### src/rtl/spi_regbank.sv
// SPI mode-0 register bank: synchronised pin sampling, [R/W][ADDR][DATA] frames,
// read-back over CIPO, and commit-on-deselect with frame/address error pulses.
module spi_regbank #(
    parameter int SYNC     = 2,
    parameter int NUM_REGS = 5,
    parameter int ADDR_W   = 7,
    parameter int DATA_W   = 8
) (
    input  logic                       clk,
    input  logic                       rst_n,
    input  logic                       nCS,
    input  logic                       SCLK,
    input  logic                       COPI,
    output logic                       CIPO,
    output logic                       cipo_oe,
    output logic [NUM_REGS*DATA_W-1:0] regs_flat,
    output logic                       wr_valid,
    output logic [ADDR_W-1:0]          wr_addr,
    output logic                       frame_err,
    output logic                       addr_err
);

    localparam int F        = 1 + ADDR_W + DATA_W;
    localparam int HDR_BITS = 1 + ADDR_W;
    localparam int CW       = $clog2(F + 1);
    localparam logic [CW-1:0] CNT_F        = CW'(F);
    localparam logic [CW-1:0] CNT_HDR      = CW'(HDR_BITS);
    localparam logic [CW-1:0] CNT_HDR_LAST = CW'(HDR_BITS - 1);
    localparam logic [CW-1:0] CNT_F_LAST   = CW'(F - 1);

    typedef enum logic [1:0] {
        IDLE = 2'd0,
        HDR  = 2'd1,
        DATA = 2'd2,
        FULL = 2'd3
    } state_t;

    state_t state_q, state_d;

    logic [SYNC-1:0]   ncs_sync, sclk_sync, copi_sync;
    logic              ncs_prev, sclk_prev;
    logic              ncs_s, sclk_s, copi_s;
    logic              ncs_fall, ncs_rise, sclk_rise, sclk_fall, shift_en;
    logic              load_out, commit;
    logic [CW-1:0]     bit_cnt;
    logic [F-1:0]      shift_q;
    logic              overrun;
    logic [DATA_W-1:0] out_q;
    logic [DATA_W-1:0] rd_data;
    logic [ADDR_W:0]   hdr_next;
    logic              frame_rw;
    logic [ADDR_W-1:0] frame_addr;
    logic [DATA_W-1:0] frame_data;
    logic [DATA_W-1:0] regs_q [NUM_REGS];

    function automatic logic addr_in_range(input logic [ADDR_W-1:0] a);
        return 32'(a) < 32'(NUM_REGS);
    endfunction

    // The extra prev flop after each chain gives the SYNC+1 detect latency.
    always_ff @(posedge clk or negedge rst_n) begin
        if (!rst_n) begin
            ncs_sync  <= '1;
            sclk_sync <= '0;
            copi_sync <= '0;
            ncs_prev  <= 1'b1;
            sclk_prev <= 1'b0;
        end else begin
            ncs_sync  <= {ncs_sync[SYNC-2:0], nCS};
            sclk_sync <= {sclk_sync[SYNC-2:0], SCLK};
            copi_sync <= {copi_sync[SYNC-2:0], COPI};
            ncs_prev  <= ncs_sync[SYNC-1];
            sclk_prev <= sclk_sync[SYNC-1];
        end
    end

    assign ncs_s     = ncs_sync[SYNC-1];
    assign sclk_s    = sclk_sync[SYNC-1];
    assign copi_s    = copi_sync[SYNC-1];
    assign ncs_fall  = ncs_prev & ~ncs_s;
    assign ncs_rise  = ~ncs_prev & ncs_s;
    assign sclk_rise = ~sclk_prev & sclk_s;
    assign sclk_fall = sclk_prev & ~sclk_s;
    assign shift_en  = sclk_rise & ~ncs_s;

    always_ff @(posedge clk or negedge rst_n) begin
        if (!rst_n) state_q <= IDLE;
        else        state_q <= state_d;
    end

    always_comb begin
        state_d = state_q;
        case (state_q)
            IDLE: if (ncs_fall) state_d = HDR;
            HDR: begin
                if (ncs_rise) state_d = IDLE;
                else if (shift_en && bit_cnt == CNT_HDR_LAST) state_d = DATA;
            end
            DATA: begin
                if (ncs_rise) state_d = IDLE;
                else if (shift_en && bit_cnt == CNT_F_LAST) state_d = FULL;
            end
            FULL: if (ncs_rise) state_d = IDLE;
            default: state_d = IDLE;
        endcase
    end

    assign load_out   = (state_q == HDR) && (state_d == DATA);
    assign commit     = ncs_rise && (state_q != IDLE);
    assign hdr_next   = {shift_q[ADDR_W-1:0], copi_s};
    assign frame_rw   = shift_q[F-1];
    assign frame_addr = shift_q[F-2 -: ADDR_W];
    assign frame_data = shift_q[DATA_W-1:0];

    // Out-of-range addresses match no register and read back as zero.
    always_comb begin
        rd_data = '0;
        for (int i = 0; i < NUM_REGS; i++) begin
            if (hdr_next[ADDR_W-1:0] == ADDR_W'(i)) rd_data = regs_q[i];
        end
    end

    always_ff @(posedge clk or negedge rst_n) begin
        if (!rst_n) begin
            bit_cnt   <= '0;
            shift_q   <= '0;
            overrun   <= 1'b0;
            out_q     <= '0;
            cipo_oe   <= 1'b0;
            wr_addr   <= '0;
            wr_valid  <= 1'b0;
            frame_err <= 1'b0;
            addr_err  <= 1'b0;
            for (int i = 0; i < NUM_REGS; i++) regs_q[i] <= '0;
        end else begin
            wr_valid  <= 1'b0;
            frame_err <= 1'b0;
            addr_err  <= 1'b0;

            if (state_q == IDLE && ncs_fall) begin
                bit_cnt <= '0;
                shift_q <= '0;
                overrun <= 1'b0;
            end

            if ((state_q == HDR || state_q == DATA) && shift_en && bit_cnt != CNT_F) begin
                shift_q <= {shift_q[F-2:0], copi_s};
                bit_cnt <= bit_cnt + CW'(1);
            end

            if (state_q == FULL && shift_en) overrun <= 1'b1;

            if (load_out) begin
                out_q   <= rd_data;
                cipo_oe <= ~hdr_next[ADDR_W];
            end

            // The fall right after the address LSB must keep the MSB on the line.
            if (state_q == DATA && sclk_fall && cipo_oe && bit_cnt > CNT_HDR)
                out_q <= out_q << 1;

            if (commit) begin
                cipo_oe <= 1'b0;
                if (bit_cnt != '0) begin
                    if (bit_cnt != CNT_F || overrun) begin
                        frame_err <= 1'b1;
                    end else if (!addr_in_range(frame_addr)) begin
                        addr_err <= 1'b1;
                    end else if (frame_rw) begin
                        wr_valid <= 1'b1;
                        wr_addr  <= frame_addr;
                        for (int i = 0; i < NUM_REGS; i++) begin
                            if (frame_addr == ADDR_W'(i)) regs_q[i] <= frame_data;
                        end
                    end
                end
            end
        end
    end

    assign CIPO = cipo_oe & out_q[DATA_W-1];

    for (genvar g = 0; g < NUM_REGS; g++) begin : g_flat
        assign regs_flat[g*DATA_W +: DATA_W] = regs_q[g];
    end

endmodule
### config.mk
export PLATFORM = sky130hd
export DESIGN_NAME = spi_regbank
export DESIGN_NICKNAME = d
export VERILOG_FILES = /design/src/rtl/spi_regbank.sv
export SDC_FILE = /design/constraint.sdc
export NUM_CORES = 1
export LEC_CHECK = 0
export CAP_MARGIN = 20
export CELL_PAD_IN_SITES_DETAIL_PLACEMENT = 0
export CELL_PAD_IN_SITES_GLOBAL_PLACEMENT = 1
export CORE_ASPECT_RATIO = 2
export CORE_UTILIZATION = 44
export CTS_CLUSTER_SIZE = 20
export DETAILED_ROUTE_END_ITERATION = 10
export GPL_TIMING_DRIVEN = 0
export PLACE_DENSITY = 0.81
export RECOVER_POWER = 25
export SLEW_MARGIN = 10
export SYNTH_ARGS = -nofsm -noshare
export SYNTH_HDL_FRONTEND = slang
export SYNTH_SLANG_ARGS = --single-unit
### constraint.sdc
create_clock -name clk -period 3.18 [get_ports clk]
set_input_delay 0.636 -clock clk [delete_from_list [all_inputs] [get_ports clk]]
set_output_delay 0.636 -clock clk [all_outputs]
set_load 0.05 [all_outputs]
==> flow_metrics.tcl, run 1 <==
set metrics [dict create \
    status "finished, violations left" \
    violations "design-rule violations" \
    grt_pass1_wl_um 15950 \
    synth_seq_area_share 0.5435 \
    final.setup.worst_slack_ns 0.4083 \
    clock-sinks 91 \
    cts_tree "yes" \
    overflow 0 \
    pwr-share-seq 0.472 \
    async_reset_ff_frac 1.000 \
    crit_fanout 8 \
    slowest_stage "nand3_1" \
    dp.cells 513 \
    p_int_mw 1.917 \
    cts_buffers 9 \
    post-place-ws_ns 0.4283 \
    syn2layout_area_growth_pct 24.42 \
    syn_inst 352 \
    rsz0062_at_grt "no" \
    syn_nets 364 \
    placed_area_um2 4912 \
    root_buffer "clkbuf_16" \
    synth.avg_cell_area_um2 11.92 \
    netlist_area_um2 4197 \
    n_antenna_cell 0 \
    coreArea_um2 9321 \
    path_cells "inv_1, ha_1, or2_2, nor3_2, and3_2, nand3_1, mux2_2" \
    stdcell_count 529 \
    hold_viol 0 \
    grt_start_max_net_pins 67 \
    synth_flop_cell "dfrtp_1" \
    cts_setup_buffers 0 \
    clk_pin_slew_worst_paths_ns 0.07 \
    drt-total-wl_um 9692 \
    wl_per_cell_um 18.32 \
    skew_ns 0.006304 \
    ys_types 52 \
    max_slew.worst_pin.slew_ns 1.483 \
    max_stage_delay_ns 0.48 \
    rows 50 \
    irDropWorstVdd_v 0.0003086 \
    comb_power_share 0.098 \
    maxSlewHeadroom 0.01129 \
    synth-seq-cells 91 \
    h-tree-depth 3 \
    drc 3 \
    synth_edf_count 0 \
    final_area_um2 5221 \
    die_w_um 71.06 \
    viasPerCell 5.556 \
    power_frac_clock 0.430 \
    firstDrtPassIters 9 \
    max_freq_ghz 0.3608 \
    clockBufferDepth 2 \
    power_mw 2.561 \
    switchingPower_mw 0.6442 \
    hold_path_class "reg2reg" \
    p_leak_nw 2.432 \
    track_usage 0.2127 \
    dr.first_iter.drc_count 179 \
    min_period_ns 2.772 \
    setup_tns_ns 0 \
    vias 2939 \
    ctsResizeCount 0 \
    die_height_um 140.1 \
    period_share 0.8716 \
    crit_arrival_ns 3.00 \
    yosys_warnings 0 \
    gp_congestion 0.8097 \
    ios 57 \
    setup_viol 0 \
    path_class "reg2reg" \
    cts_hold_buf 0 \
    clock_latency_ns 0.35 \
    portBuffers 56 \
    worstSetupEndpointType "flip-flop" \
    dieArea_um2 9956 \
    crit_required_ns 3.41 \
    p_sw_frac 0.2515 \
    post-dp-hpwl_um 6730 \
    start_util 0.4502 \
    startpoint_type "flip-flop" \
    drtAntennaViolNets 0 \
    powerDensity_nw_per_um2 490.5 \
    grt_antenna_before_repair 0 \
    grt_pass1_vias 3015 \
    cap_violations 0 \
    drv_slew 0 \
    fin_nets 432 \
    drive_gt1_frac 0.2000 \
]
through the flow:
| step | hold slack, ns | util |
|---|---|---|
| final | 0.3529 | 0.5601 |
| after global routing | 0.3637 | 0.5601 |
| after CTS | 0.2047 | 0.5605 |
| after detailed placement | 0.3411 | 0.5270 |
| after global placement | 0.3353 | 0.5243 |
| after floorplan | 0.3312 | - |
final timing paths:
kind / slack, ns / end / cells after the start / from
setup / recovery: 0.41 / regs_flat[30] / 7 / state_q[0]
hold / removal: 0.35 / copi_sync[1] / 0 / copi_sync[0]
setup reg to reg: 0.41 / regs_flat[30] / 7 / state_q[0]
hold reg to reg: 0.35 / copi_sync[1] / 0 / copi_sync[0]
max in group asynchronous: 1.56 / regs_flat[29] / 2 / rst_n
min in group asynchronous: 0.63 / addr_err / 1 / rst_n
synth_stat cells (2+ instances only):
| cell type | instances | area [µm²] |
|---|---|---|
| dfstp_2 | 3 | 78.83 |
| nor3b_2 | 2 | 25.02 |
| clkbuf_1 | 11 | 41.29 |
| dfrtp_1 | 88 | 2202 |
| mux2i_1 | 16 | 160.2 |
| o211a_1 | 2 | 20.02 |
| nor2b_1 | 6 | 37.54 |
| mux2_2 | 36 | 405.4 |
| o31ai_1 | 5 | 37.54 |
| buf_2 | 4 | 20.02 |
| mux2_4 | 8 | 120.1 |
| a21oi_1 | 9 | 45.04 |
| nor2_1 | 9 | 33.78 |
| a22o_1 | 3 | 26.28 |
| ha_1 | 7 | 87.58 |
| nor4_1 | 5 | 31.28 |
| inv_1 | 8 | 30.03 |
| and3_1 | 3 | 18.77 |
| mux4_2 | 2 | 45.04 |
| o21ai_0 | 13 | 65.06 |
| a31oi_1 | 3 | 18.77 |
| nor3b_4 | 2 | 37.54 |
| nor3_1 | 2 | 10.01 |
| buf_6 | 2 | 22.52 |
| nand2_1 | 52 | 195.2 |
| nand2b_1 | 4 | 25.02 |
| buf_1 | 2 | 7.510 |
| o311ai_0 | 2 | 17.52 |
| nand3_1 | 20 | 100.1 |
layout make-up:
cell class / count / area [µm²]
Inverter: 8 / 30.03
Timing Repair Buffer: 57 / 581.8
Tap cell: 104 / 130.1
Fill cell: 798 / 4100
Buffer: 19 / 91.34
Clock inverter: 5 / 60.06
Multi-Input combinational cell: 234 / 1794
Clock buffer: 11 / 252.7
Sequential cell: 91 / 2281
cells in the final DEF (no fill, tap or decap), drive strengths merged, types with 4 or more instances in the layout:
cell	Yosys	layout
dfrtp	88	88
nand2	52	52
clkdlybuf4s50	0	52
mux2	44	44
clkbuf	11	23
nand3	22	22
mux2i	16	16
o21ai	14	14
nor2	10	10
a21oi	9	9
inv	8	9
buf	8	9
ha	7	7
nor2b	6	6
o31ai	5	5
nor4	5	5
nor3b	5	5
nand2b	4	4
and3	4	4
nor3	4	4
logic make-up after synthesis:
group | after synthesis | synth area share
flops | 91 | 0.5435
simple gates | 122 | 0.1667
mux | 62 | 0.1741
buf+inv | 27 | 0.02892
compound gates | 43 | 0.06589
fa+ha+maj | 7 | 0.02087
power groups by stage:
stage | clock network [mW] | logic (mW) | registers [mW]
6_report | 1.10 | 0.251 | 1.21
5_1_grt | 1.17 | 0.280 | 1.21
4_1_cts | 1.13 | 0.252 | 1.21
3_5_place_dp | 0 | 0.250 | 1.23
3_3_place_gp | 0 | 0.241 | 1.23
2_1_floorplan | 0 | 0.159 | 1.23
routing by layer:
metal  GRT usage  share of wire
met1      0.2576           0.42
met2      0.3684           0.54
met3     0.03022          0.022
met4     0.09895          0.020
met5           0              0
critical path, delay by kind of cell (launching register included):
| family | cells | cell delay (ns) |
|---|---|---|
| fa+ha+maj | 1 | 0.26 |
| buf+inv | 1 | 0.09 |
| flops | 1 | 0.41 |
| mux | 1 | 0.48 |
| simple gates | 4 | 1.41 |
sequential cells by signal, indices dropped and copies added (netlist names), 5 cells and up:
signal and flops:
bit_cnt 5, shift_q 16, regs_flat 40, out_q 8
wr_addr 7
Note: power is estimated with default switching activity, not from simulation.
==> run 2, diff against run 1 <==
Settings changed: CORE_UTILIZATION 44 to 50, DONT_BUFFER_PORTS set to 1, PLACE_DENSITY 0.81 to 0.79.
==> run 2 against run 1 <==
Against the previous run:
- the flow finishes with violations (max-capacitance violations, max-slew violations)
- flip-flop and latch count did not move
- first-iteration DRC count rose by 5.0%
- design area fell by 12%
- register-to-register slack improved by 0.06 ns
- maximum frequency rose by 2.2%
- sequential share of layout area rose by 5.9 points
- worst hold slack got worse by 0.23 ns
- largest cell class unchanged
- highest routed layer unchanged
==> flow_metrics.tcl, run 2 (synthesis results as in run 1) <==
set metrics [dict create \
    portBuffers 0 \
    dieArea_um2 8786 \
    drive_gt1_frac 0.2304 \
    skew_ns 0.01047 \
    track_usage 0.2290 \
    clock_latency_ns 0.35 \
    viasPerCell 5.925 \
    met3_length_um 485 \
    grt_start_max_net_pins 89 \
    wl_met1_um 3687 \
    post-place-ws_ns 0.4846 \
    fin_nets 376 \
    max_stage_delay_ns 0.45 \
    dr.first_iter.drc_count 188 \
    drv_slew 89 \
    grt_pass1_vias 2790 \
    n_antenna_cell 0 \
    firstDrtPassIters 7 \
    maxUsedRoutingLayer "met4" \
    hold_path_class "in2async" \
    placed_area_um2 4319 \
    status "finished, violations left" \
    vias 2767 \
    drtAntennaViolNets 0 \
    cap_violations 1 \
    max_slew.worst_pin.slew_ns 2.161 \
    rows 47 \
    gp_congestion 0.8627 \
    setup_tns_ns 0 \
    ios 57 \
    cts_buffers 9 \
    comb_power_share 0.095 \
    root_buffer "clkbuf_16" \
    nFillCells 735 \
    final_area_um2 4602 \
    crit_required_ns 3.42 \
    clk_pin_slew_worst_paths_ns 0.06 \
    startpoint_type "flip-flop" \
    power_frac_clock 0.409 \
    largest_reg_flops 40 \
    final_common_cell "dfrtp_1" \
    coreArea_um2 8233 \
    pwr-share-seq 0.496 \
    clockBufferDepth 2 \
    max_freq_ghz 0.3688 \
    irDropWorstVdd_v 0.0003163 \
    min_period_ns 2.711 \
    crit_fanout 8 \
    grt_pass1_wl_um 14760 \
    slowest_stage "mux2_2" \
    syn2layout_area_growth_pct 9.660 \
    rsz0062_at_grt "no" \
    final.setup.worst_slack_ns 0.4688 \
    cts_tree "yes" \
    crit_arrival_ns 2.95 \
    p_sw_frac 0.2689 \
    cts_setup_buffers 0 \
    worstSetupEndpointType "flip-flop" \
    switchingPower_mw 0.6596 \
    period_share 0.8526 \
    cp_top_family "simple AND/OR/NAND/NOR gates" \
    die_w_um 66.78 \
    clock-sinks 91 \
    drt-total-wl_um 9188 \
    start_util 0.5097 \
    overflow 0 \
    grt_antenna_before_repair 0 \
    h-tree-depth 3 \
    post-dp-hpwl_um 6177 \
    p_leak_nw 2.220 \
    setup_viol 0 \
    wl_per_cell_um 19.67 \
    path_cells "inv_1, ha_1, or2_2, nor3_2, and3_2, nand3_1, mux2_2" \
    die_height_um 131.6 \
    layout_common_cells "88 x dfrtp_1, 52 x nand2_1, 36 x mux2_2, 20 x nand3_1, 16 x mux2i_1" \
    met2_wirelength_um 4844 \
    path_class "reg2reg" \
    violations "max-capacitance violations, max-slew violations" \
    maxSlewHeadroom -0.4404 \
    drc 0 \
    powerDensity_nw_per_um2 533.0 \
    hold_viol 0 \
    path_buf_inv 1 \
    p_int_mw 1.793 \
]
## run 2: path summary, 6_finish.rpt
check                           endpoint  cells after the start          from  slack [ns]
min in group clk             ncs_sync[0]                      0           nCS        0.28
max                        regs_flat[27]                      7    state_q[0]        0.47
max in group asynchronous     bit_cnt[3]                      1         rst_n        1.00
min                          ncs_sync[0]                      0         rst_n        0.13
min reg2reg                 sclk_sync[1]                      0  sclk_sync[0]        0.35
max reg2reg                regs_flat[27]                      7    state_q[0]        0.47
## run 2: metal layers
| layer | vias to the layer above | global-route usage |
|---|---|---|
| li1 | 1270 | - |
| met1 | 1409 | 0.2815 |
| met2 | 77 | 0.3754 |
| met3 | 11 | 0.05642 |
| met4 | 0 | 0.08983 |
| met5 | - | 0 |
## run 2: through the flow
stage,std cells,util,power [mW],hold WS [ns]
floorplan,352,-,1.389,0.3312
finish,467,0.5590,2.453,0.1263
global placement,450,0.5246,1.444,0.3324
detailed placement,450,0.5246,1.447,0.3387
global route,467,0.5590,2.545,0.1206
CTS,467,0.5617,2.475,0.1187
## run 2: power by group through the flow
| stage | clock network, mW | logic, mW | registers (mW) |
|---|---|---|---|
| 2_1_floorplan | 0 | 0.159 | 1.23 |
| 3_3_place_gp | 0 | 0.208 | 1.24 |
| 3_5_place_dp | 0 | 0.210 | 1.24 |
| 4_1_cts | 1.02 | 0.237 | 1.22 |
| 5_1_grt | 1.06 | 0.263 | 1.22 |
| 6_report | 1.00 | 0.233 | 1.22 |
## run 2: what timing repair did
action | CTS | global route
setup endpoints to repair | 0 | 0
hold buffers | 1 | 0
gates resized for setup | 0 | 0
hold endpoints to repair | 88 | 0
## run 2: layout make-up
class,count,area [µm²],area share
flip-flops and latches,91,2281,0.4957
inverters,8,30.03,0.006525
multi-input cells,234,1794,0.3899
plain buffers,19,91.34,0.01985
clock buffers,10,229.0,0.04976
clock inverters,6,48.80,0.01060
repair buffers,1,5.005,0.001088
well taps,98,122.6,0.02665
==> run 3, diff against run 2 <==
Settings changed: ABC_AREA set to 0, CORE_UTILIZATION 50 to 44, DONT_BUFFER_PORTS 1 to unset, PLACE_DENSITY 0.79 to 0.81.
==> results of run 3 <==
The final DEF is identical to that of run 1; final timing and power are the same.
